--- src/rtl/lsu_pkg.sv ---
// lsu_pkg: shared types and helpers for the load/store unit memory controller.
//   size_e  : access size encoding carried on req_size
//   state_e : controller FSM states
//   MASK_*  : unrotated bank-enable masks per access size
//   rotl4, base_mask, keep_bytes, is_misaligned : small combinational helpers
package lsu_pkg;

  typedef enum logic [1:0] {
    SZ_B   = 2'b00,
    SZ_H   = 2'b01,
    SZ_W   = 2'b10,
    SZ_BAD = 2'b11
  } size_e;

  typedef enum logic [1:0] {
    IDLE    = 2'b00,
    ACCESS  = 2'b01,
    CAPTURE = 2'b10,
    RESP    = 2'b11
  } state_e;

  localparam logic [3:0] MASK_B = 4'b0001;
  localparam logic [3:0] MASK_H = 4'b0011;
  localparam logic [3:0] MASK_W = 4'b1111;

  // Rotate a 4-bit bank mask left by n lanes (bank 3 wraps to bank 0).
  function automatic logic [3:0] rotl4(input logic [3:0] m, input logic [1:0] n);
    logic [3:0] r;
    case (n)
      2'd0:    r = m;
      2'd1:    r = {m[2:0], m[3]};
      2'd2:    r = {m[1:0], m[3:2]};
      2'd3:    r = {m[0], m[3:1]};
      default: r = m;
    endcase
    return r;
  endfunction

  function automatic logic [3:0] base_mask(input size_e sz);
    logic [3:0] r;
    case (sz)
      SZ_B:    r = MASK_B;
      SZ_H:    r = MASK_H;
      SZ_W:    r = MASK_W;
      default: r = 4'b0000;
    endcase
    return r;
  endfunction

  // Zero the store-data bytes above the access size.
  function automatic logic [31:0] keep_bytes(input logic [31:0] d, input size_e sz);
    logic [31:0] r;
    case (sz)
      SZ_B:    r = {24'h000000, d[7:0]};
      SZ_H:    r = {16'h0000, d[15:0]};
      SZ_W:    r = d;
      default: r = 32'h00000000;
    endcase
    return r;
  endfunction

  function automatic logic is_misaligned(input size_e sz, input logic [1:0] off);
    logic r;
    case (sz)
      SZ_H:    r = off[0];
      SZ_W:    r = (off != 2'b00);
      default: r = 1'b0;
    endcase
    return r;
  endfunction

endpackage

--- src/rtl/lsu_load_align.sv ---
// lsu_load_align: turns raw bank data into the core's load value.
//   mem_dout    : {bank3,bank2,bank1,bank0} as returned by the memory
//   off         : byte offset of the access (addr[1:0])
//   size        : access size
//   is_unsigned : 1 = zero-extend, 0 = sign-extend (byte/half only)
//   data        : realigned, extended load value (0 for an illegal size)
module lsu_load_align
  import lsu_pkg::*;
(
  input  logic [31:0] mem_dout,
  input  logic [1:0]  off,
  input  size_e       size,
  input  logic        is_unsigned,
  output logic [31:0] data
);

  logic [31:0] rot_s;

  // Rotate right by 8*off so logical byte k comes from bank (k+off)%4.
  always_comb begin
    rot_s = mem_dout;
    case (off)
      2'd0:    rot_s = mem_dout;
      2'd1:    rot_s = {mem_dout[7:0],  mem_dout[31:8]};
      2'd2:    rot_s = {mem_dout[15:0], mem_dout[31:16]};
      2'd3:    rot_s = {mem_dout[23:0], mem_dout[31:24]};
      default: rot_s = mem_dout;
    endcase
  end

  // Sign- or zero-extend the low bytes according to size.
  always_comb begin
    data = 32'h00000000;
    case (size)
      SZ_B: begin
        if (is_unsigned) begin
          data = {24'h000000, rot_s[7:0]};
        end else begin
          data = {{24{rot_s[7]}}, rot_s[7:0]};
        end
      end
      SZ_H: begin
        if (is_unsigned) begin
          data = {16'h0000, rot_s[15:0]};
        end else begin
          data = {{16{rot_s[15]}}, rot_s[15:0]};
        end
      end
      SZ_W:    data = rot_s;
      default: data = 32'h00000000;
    endcase
  end

endmodule

--- src/rtl/lsu_mem_ctrl.sv ---
// lsu_mem_ctrl: load/store initiator between the core MEM stage and the
// byte-lane data memory. One request at a time:
//   IDLE -> ACCESS -> RESP            (store)
//   IDLE -> ACCESS -> CAPTURE -> RESP (load, covers the 1-cycle read latency)
//   IDLE -> RESP                      (illegal size / disallowed misalignment)
// Ports:
//   clk, rst                   : clock, async active-high reset
//   req_valid/req_ready        : request handshake (ready only in IDLE)
//   req_we/size/unsigned/addr/wdata : request fields
//   resp_valid/resp_ready      : response handshake
//   resp_rdata/resp_err        : extended load data (0 for stores/errors), error flag
//   mem_wea/en/addr/din        : registered memory command, active only in ACCESS
//   mem_dout                   : bank data, valid the cycle after an enabled read
module lsu_mem_ctrl
  import lsu_pkg::*;
#(
  parameter int ADDR_W           = 12,
  parameter bit ALLOW_MISALIGNED = 1'b1
) (
  input  logic              clk,
  input  logic              rst,
  input  logic              req_valid,
  output logic              req_ready,
  input  logic              req_we,
  input  logic [1:0]        req_size,
  input  logic              req_unsigned,
  input  logic [ADDR_W-1:0] req_addr,
  input  logic [31:0]       req_wdata,
  output logic              resp_valid,
  input  logic              resp_ready,
  output logic [31:0]       resp_rdata,
  output logic              resp_err,
  output logic              mem_wea,
  output logic [3:0]        mem_en,
  output logic [ADDR_W-1:0] mem_addr,
  output logic [31:0]       mem_din,
  input  logic [31:0]       mem_dout
);

  state_e            state_r, state_s;
  logic              we_r, we_s;
  size_e             size_r, size_s;
  logic              uns_r, uns_s;
  logic [1:0]        off_r, off_s;

  logic              mem_wea_r, mem_wea_s;
  logic [3:0]        mem_en_r, mem_en_s;
  logic [ADDR_W-1:0] mem_addr_r, mem_addr_s;
  logic [31:0]       mem_din_r, mem_din_s;
  logic              resp_valid_r, resp_valid_s;
  logic [31:0]       resp_rdata_r, resp_rdata_s;
  logic              resp_err_r, resp_err_s;

  size_e             req_sz_s;
  logic              req_bad_s;
  logic [31:0]       load_data_s;

  assign req_sz_s  = size_e'(req_size);
  assign req_bad_s = (req_sz_s == SZ_BAD) ||
                     (!ALLOW_MISALIGNED && is_misaligned(req_sz_s, req_addr[1:0]));

  lsu_load_align u_align (
    .mem_dout    (mem_dout),
    .off         (off_r),
    .size        (size_r),
    .is_unsigned (uns_r),
    .data        (load_data_s)
  );

  // Next-state and next register values; memory command is built straight
  // from the request at the accept edge so it is visible during ACCESS.
  always_comb begin
    state_s      = state_r;
    we_s         = we_r;
    size_s       = size_r;
    uns_s        = uns_r;
    off_s        = off_r;
    mem_wea_s    = 1'b0;
    mem_en_s     = 4'b0000;
    mem_addr_s   = {ADDR_W{1'b0}};
    mem_din_s    = 32'h00000000;
    resp_valid_s = resp_valid_r;
    resp_rdata_s = resp_rdata_r;
    resp_err_s   = resp_err_r;
    case (state_r)
      IDLE: begin
        if (req_valid) begin
          we_s         = req_we;
          size_s       = req_sz_s;
          uns_s        = req_unsigned;
          off_s        = req_addr[1:0];
          resp_rdata_s = 32'h00000000;
          if (req_bad_s) begin
            state_s      = RESP;
            resp_valid_s = 1'b1;
            resp_err_s   = 1'b1;
          end else begin
            state_s    = ACCESS;
            resp_err_s = 1'b0;
            mem_wea_s  = req_we;
            mem_en_s   = rotl4(base_mask(req_sz_s), req_addr[1:0]);
            mem_addr_s = req_addr;
            mem_din_s  = keep_bytes(req_wdata, req_sz_s);
          end
        end else begin
          state_s = IDLE;
        end
      end
      ACCESS: begin
        if (we_r) begin
          state_s      = RESP;
          resp_valid_s = 1'b1;
        end else begin
          state_s = CAPTURE;
        end
      end
      CAPTURE: begin
        state_s      = RESP;
        resp_rdata_s = load_data_s;
        resp_valid_s = 1'b1;
      end
      RESP: begin
        if (resp_ready) begin
          state_s      = IDLE;
          resp_valid_s = 1'b0;
        end else begin
          state_s = RESP;
        end
      end
      default: state_s = IDLE;
    endcase
  end

  // State, latched request and all registered outputs.
  always_ff @(posedge clk or posedge rst) begin
    if (rst) begin
      state_r      <= IDLE;
      we_r         <= 1'b0;
      size_r       <= SZ_B;
      uns_r        <= 1'b0;
      off_r        <= 2'b00;
      mem_wea_r    <= 1'b0;
      mem_en_r     <= 4'b0000;
      mem_addr_r   <= {ADDR_W{1'b0}};
      mem_din_r    <= 32'h00000000;
      resp_valid_r <= 1'b0;
      resp_rdata_r <= 32'h00000000;
      resp_err_r   <= 1'b0;
    end else begin
      state_r      <= state_s;
      we_r         <= we_s;
      size_r       <= size_s;
      uns_r        <= uns_s;
      off_r        <= off_s;
      mem_wea_r    <= mem_wea_s;
      mem_en_r     <= mem_en_s;
      mem_addr_r   <= mem_addr_s;
      mem_din_r    <= mem_din_s;
      resp_valid_r <= resp_valid_s;
      resp_rdata_r <= resp_rdata_s;
      resp_err_r   <= resp_err_s;
    end
  end

  // Ready is held low for the whole time reset is asserted.
  assign req_ready  = (state_r == IDLE) && !rst;
  assign resp_valid = resp_valid_r;
  assign resp_rdata = resp_rdata_r;
  assign resp_err   = resp_err_r;
  assign mem_wea    = mem_wea_r;
  assign mem_en     = mem_en_r;
  assign mem_addr   = mem_addr_r;
  assign mem_din    = mem_din_r;

endmodule
--- config.mk ---
export PLATFORM = sky130hd
export DESIGN_NAME = lsu_mem_ctrl
export DESIGN_NICKNAME = d
export VERILOG_FILES = /design/src/rtl/lsu_pkg.sv /design/src/rtl/lsu_load_align.sv /design/src/rtl/lsu_mem_ctrl.sv
export SDC_FILE = /design/constraint.sdc
export NUM_CORES = 1
export LEC_CHECK = 0
export CORE_MARGIN = 1.5
export CORE_UTILIZATION = 48
export CTS_CLUSTER_DIAMETER = 40
export CTS_CLUSTER_SIZE = 16
export DETAILED_ROUTE_END_ITERATION = 16
export PLACE_DENSITY = 0.86
export SETUP_SLACK_MARGIN = 0.2
export SYNTH_ARGS = -nofsm -noshare
export SYNTH_HDL_FRONTEND = slang
export SYNTH_HIERARCHICAL = 1
export SYNTH_SLANG_ARGS = --single-unit
--- constraint.sdc ---
create_clock -name clk -period 5.9 [get_ports clk]
set_input_delay 0.885 -clock clk [delete_from_list [all_inputs] [get_ports clk]]
set_output_delay 0.885 -clock clk [all_outputs]
set_load 0.01 [all_outputs]
; ---- Yosys cells after proc, flatten, opt, wreduce, memory -nomap -nowiden
; Index checks and enable logic that the tools add are counted.
[classes]
n_eq_ne = 18
reduce_logical = 11
mux = 32
[ops]
columns = cell, n
row1 = 32-bit 2-to-1 mux, 6
row2 = 32-bit case mux with 3 select lines, 2
row3 = 32-bit case mux with 4 select lines, 1
row4 = 32-bit case mux with 2 select lines, 1
row5 = 12-bit 2-to-1 mux, 3
row6 = "2-bit == test, second input constant", 9
row7 = 4-bit case mux with 4 select lines, 1
row8 = 4-bit 2-to-1 mux, 3
row9 = 4-bit case mux with 3 select lines, 1
row10 = "2-bit by 1-bit == test with 1-bit output, second input constant", 5
row11 = 2-bit zero test, 5
row12 = 1-bit 2-to-1 mux, 9
row13 = "2-bit != test, second input constant", 4
row14 = 2-bit case mux with 4 select lines, 1
row15 = 2-bit 2-to-1 mux, 3
row16 = 1-bit case mux with 4 select lines, 1
row17 = 2-bit AND reduction, 2
row18 = 4-bit AND reduction, 1
row19 = 2-bit nonzero test, 1
row20 = 1-bit logical AND, 1
row21 = 1-bit zero test, 1
[word_totals]
output_inout_bits = 84
regBits = 91
in_bits = 84
elab_cells = 73

; ---- Logic depth before layout (Yosys ltp)
[depth]
word_depth = 6
mapped_depth = 7
mapped_depth_nobuf = 5

; ---- Hierarchy
; The synthesis kept the hierarchy.
[by_module_without_submodules]
columns = module, area_each_um2, instances, seq_area_each_um2, cells_each
row1 = lsu_mem_ctrl, 3438.3, 1, 2277.2, 301
row2 = lsu_load_align, 1121.1, 1, 0.0, 146

; ---- Least setup slack after synthesis
; OpenSTA, ideal clock, no wires.
[synth_path]
path_type = input -> register
startpoint = in mem_dout[7]
endpoint = reg resp_rdata_r[23] (netlist: resp_rdata[23])
setup_time_ns = 0.132
t_arrival_ns = 1.976
n_path_buf = 1
stages = 6
path_slack_ns = 3.792
required_ns = 5.768
cell_sequence = mux4_2 -> mux2i_4 -> buf_6 -> o32ai_2 -> nand2_1 -> o21ai_1
[synth_via]
elab_chain_cells = 4
elab_cells_between_ends = 5
cone_classes = mux (5)
[synth_lines]
columns = element, line
row1 = start: declaration, lsu_mem_ctrl.sv:37  ; input logic [31:0] mem_dout
row2 = 32-bit case mux with 4 select lines *, lsu_load_align.sv:22  ; case (off)
row3 = 32-bit 2-to-1 mux (on tied branches), "lsu_load_align.sv:43, lsu_load_align.sv:36"
row4 = 32-bit case mux with 3 select lines *, lsu_load_align.sv:34  ; case (size)
row5 = named net load_data_s[23], lsu_mem_ctrl.sv:56  ; logic [31:0] load_data_s;
row6 = 32-bit case mux with 2 select lines *, lsu_mem_ctrl.sv:85  ; case (state_r)
row7 = end signal: assignment, lsu_mem_ctrl.sv:160  ; resp_rdata_r <= resp_rdata_s;
row8 = end: declaration, lsu_mem_ctrl.sv:51  ; logic [31:0] resp_rdata_r, resp_rdata_s;
; Mark *: on every way through the listed nets, which the timed path passes. The rest lies on a longest branch.
; A chain may end at the register's enable or synchronous reset.

; ---- Worst setup path in the final report
[layout_path]
startpoint = in rst
endpoint = out req_ready
[layout_via]
elab_chain_cells = 2
[layout_lines]
columns = element, line
row1 = start: declaration, lsu_mem_ctrl.sv:21  ; input logic rst,
row2 = 1-bit zero test, lsu_mem_ctrl.sv:166  ; assign req_ready = (state_r == IDLE) && !rst;
row3 = 1-bit logical AND, lsu_mem_ctrl.sv:166
row4 = end: declaration, lsu_mem_ctrl.sv:23  ; output logic req_ready,
; No other way between the ends.

==> impl_summary.md <==
Final layout
Compared with the post-synthesis result, the final layout area differs by 41.9%. The total number of nets in the final design is 682. In the layout the commonest cells are 167 x clkdlybuf4s50_1, 91 x dfrtp_1, 67 x nand2_1. The post-route non-filler standard cell count is 727. The total inserted antenna cells is 0.

In the final layout, the share of cells above drive strength 1 is 0.112. The post-route cell area is 6470 µm². At the end of the flow the core is filled with cells to 0.700. The library cell used most frequently in the layout, excluding fill and tap cells, is clkdlybuf4s50_1. The fill cell instance count of the final layout is 699.

Critical path
The critical setup path kind is input pin to output pin. The endpoint arrival time on the critical path is 2.10 ns. For the worst flop-to-flop path, the logic depth is 3. In this run the worst setup path begins at rst. The minimum setup slack among reg-to-reg paths is 3.52 ns.

The kind of end point of the critical path is an output pin. STA classifies the critical path startpoint as an input pin. The worst register-to-register path ends at we_r$_DFFE_PP0P_. The required time at the worst-slack endpoint is 5.02 ns.

Along the worst path, the maximum fanout reaches 2. The launch instance of the worst register-to-register path is state_r[1]$_DFF_PP0_. The critical path capture point is req_ready.

Floorplan
The placeable core area is 9240 µm². The horizontal die dimension is 100 µm. After floorplanning, the core was divided into 35 placement rows. The vertical die dimension is 100 µm. The boundary pin count is 168. The overall die area is 10100 µm².

The effective utilization at floorplan is 0.493.

Pwr
After layout, the design draws a total of 2.63 mW. Across the VDD grid, the largest voltage drop is 0.231 mV. Dividing total power by cell area gives a power density of 407 nW/µm². The standby leakage power is 2.83 nW.

Synth
The cell type contributing the most total cell area after synthesis is dfrtp_1. Yosys mapped the design onto 38 distinct sky130hd cell types. The fraction of synthesis flops using an asynchronous set or reset pin is 1.00.

The main flop type after synthesis is dfrtp_1. In the post-synthesis netlist, the biggest area contributors are dfrtp_1 50%, mux2_2 5.9%, nand2_1 5.5%. The sequential element share of the synthesized area is 0.499. The total number of yosys warnings is 6. The total nets after synthesis is 536. The average footprint of a synthesized cell is 10.2 µm².

The post-synthesis instance total is 447. The share of synthesized area in the top cell type comes to 0.499. The number of synthesized flops with an enable pin is 0. The post-synthesis cell area is 4560 µm². The synthesized flop and latch total is 91.

Timing
Static timing analysis puts the maximum clock frequency at 0.335 GHz. For the final database, setup skew stands at 0.00961 ns. The final count of pins violating max slew is 0. The final period utilization is 0.505. The setup TNS is 0 ns. The minimum hold slack is 0.500 ns. Setup slack closes at 2.92 ns. The count of endpoints failing hold in the final timing report is 0.

Setup violations remaining at the end of the flow were counted as 0. The smallest clock period supported by the final layout is computed as 2.98 ns. The relative slew slack is 0.182.

Setup repair after global routing left no endpoint under its margin. For the pin with the worst max-slew slack, the measured transition is 1.23 ns.

Clock tree
The number of clock buffers added by TritonCTS is 9. The cell sitting at the root of the clock tree is a clkbuf_8. In this run, post-CTS repair resized a total of 0 instances.

The clock-pin transition on the worst setup and hold timing paths is 0.09 ns. The clock latency on the worst-skew pair is 0.36 ns. In this run the number of H-tree levels came out at 3. Post-CTS timing repair inserted 0 buffers for setup. For this design, the sink count on the clock tree is 91. TritonCTS built the clock tree. The number of buffers between clock root and the deepest sink is 2.

After clock tree synthesis, the flow added hold-fix buffers numbering 0.

Detailed routing
The routed design uses 1220 µm of met3 wire. The count of nets left with antenna violations once routing finished came out at 0. Dividing the detail-routed wire length by the instance count gives 16.7 µm. After detailed routing, no signal wire sits above met4.

The detailed router put a total of 4870 µm of wire on met1. Using the TritonRoute via totals, the vias-per-cell ratio works out to 5.27. The number of DRC markers after the initial detailed-route iteration is 196.

The final layout contains routed wiring with a total length of 12100 µm. The number of DRC violations after detailed routing is 0. The vias after detailed routing is 3830.

After detailed routing, the met2 layer carries 5890 µm of wire. The first-pass iteration count of the detailed router is 4.

Place
The instance count after placement with tap cells included is 711. The worst slack after detailed placement is 2.67 ns. After detailed placement, the total cell area comes to 6280 µm².

At the end of routability-driven placement, the weighted congestion stood at 0.858. The detailed placement HPWL is 8990 µm. During placement, the flow inserted port buffers numbering 167.

Run status
The flow ran to the end, and the final reports show no timing, DRC or antenna violations.

Flow run
The max capacitance violation total is 0.

Global route
The total routing resource utilization after global routing is 0.245. The first global-routing pass estimated 19000 µm of wire. The total congestion overflow is 0. The largest net degree at the start of global routing is 60. The via count of the first global-routing pass is 3787. The number of antenna violations at the first check in global routing is 0.

Min path
The path class of the lowest-slack min-delay path is register to register.
==> registers in the layout, summed over array words and instances, names as in the netlist <==
register    count
mem_din        32
resp_rdata     32
mem_addr       12
mem_en          4
off_r           2
size_r          2
state_r         2
mem_wea         1
resp_err        1
resp_valid      1
uns_r           1
we_r            1
==> where the power goes <==
group | switching (mW) | internal [mW]
Combinational | 0.716 | 0.630
Sequential | 0.111 | 0.760
Clock | 0.239 | 0.175
==> per-layer routing <==
layer | global-route usage | vias to the layer above
met5 | 0 | -
met4 | 0.0639 | 0
li1 | - | 1821
met3 | 0.0957 | 12
met2 | 0.412 | 164
met1 | 0.295 | 1833
==> worst min-delay path by stage <==
| stage | slack, ns | to | cells after the start | startpoint |
|---|---|---|---|---|
| after floorplan | 0.45 | we_r$_DFFE_PP0P_ | 1 | we_r$_DFFE_PP0P_ |
| after global placement | 0.48 | resp_err$_DFFE_PP0P_ | 1 | resp_err$_DFFE_PP0P_ |
| after detailed placement | 0.48 | resp_err$_DFFE_PP0P_ | 1 | resp_err$_DFFE_PP0P_ |
| after CTS | 0.51 | resp_err$_DFFE_PP0P_ | 1 | resp_err$_DFFE_PP0P_ |
| after global routing | 0.54 | resp_rdata[3]$_DFFE_PP0P_ | 2 | resp_rdata[3]$_DFFE_PP0P_ |
| final | 0.50 | resp_err$_DFFE_PP0P_ | 1 | resp_err$_DFFE_PP0P_ |
==> layout make-up <==
cell class	count	area (µm²)	area share
Sequential cell	91	2280	0.352
Multi-Input combinational cell	315	2120	0.327
Timing Repair Buffer	171	1700	0.263
Tap cell	129	161	0.0249
Clock buffer	10	138	0.0213
Clock inverter	6	55.1	0.00851
Inverter	5	20.0	0.00309
==> critical path, cell delays in order <==
cell and delay, ns:
clkdlybuf4s50_1 0.46, nor3_1 0.16, clkdlybuf4s50_1 0.59
==> Yosys cell counts (2+ instances only) <==
cell type,number
mux2_2,24
and2_1,36
nand3_1,2
o21ai_0,4
mux2_1,8
buf_6,2
o31ai_1,7
nand2_1,67
o211a_1,2
o32ai_2,10
buf_2,10
dfrtp_1,91
a31oi_1,2
nor2_1,50
a211oi_1,9
o21ai_1,32
mux4_2,3
o32ai_1,6
and3_1,16
nand2b_1,5
nor3_1,3
buf_1,4
nor3_4,2
a21oi_1,2
ha_1,5
mux2i_1,8
inv_1,4
clkbuf_1,20
nor2b_1,3
a211o_1,2
==> cells by family after synthesis <==
| kind of cell | after synthesis | synth area share |
|---|---|---|
| XOR/XNOR | 1 | 0.00192 |
| AND/OR/NAND/NOR | 188 | 0.201 |
| adder cells (fa/ha/maj) | 5 | 0.0137 |
| multiplexers | 44 | 0.116 |
| AO/OA/AOI/OAI | 77 | 0.128 |
| buffers and inverters | 41 | 0.0398 |
| flip-flops | 91 | 0.499 |
No activity file was read; power rests on OpenSTA's default activity.
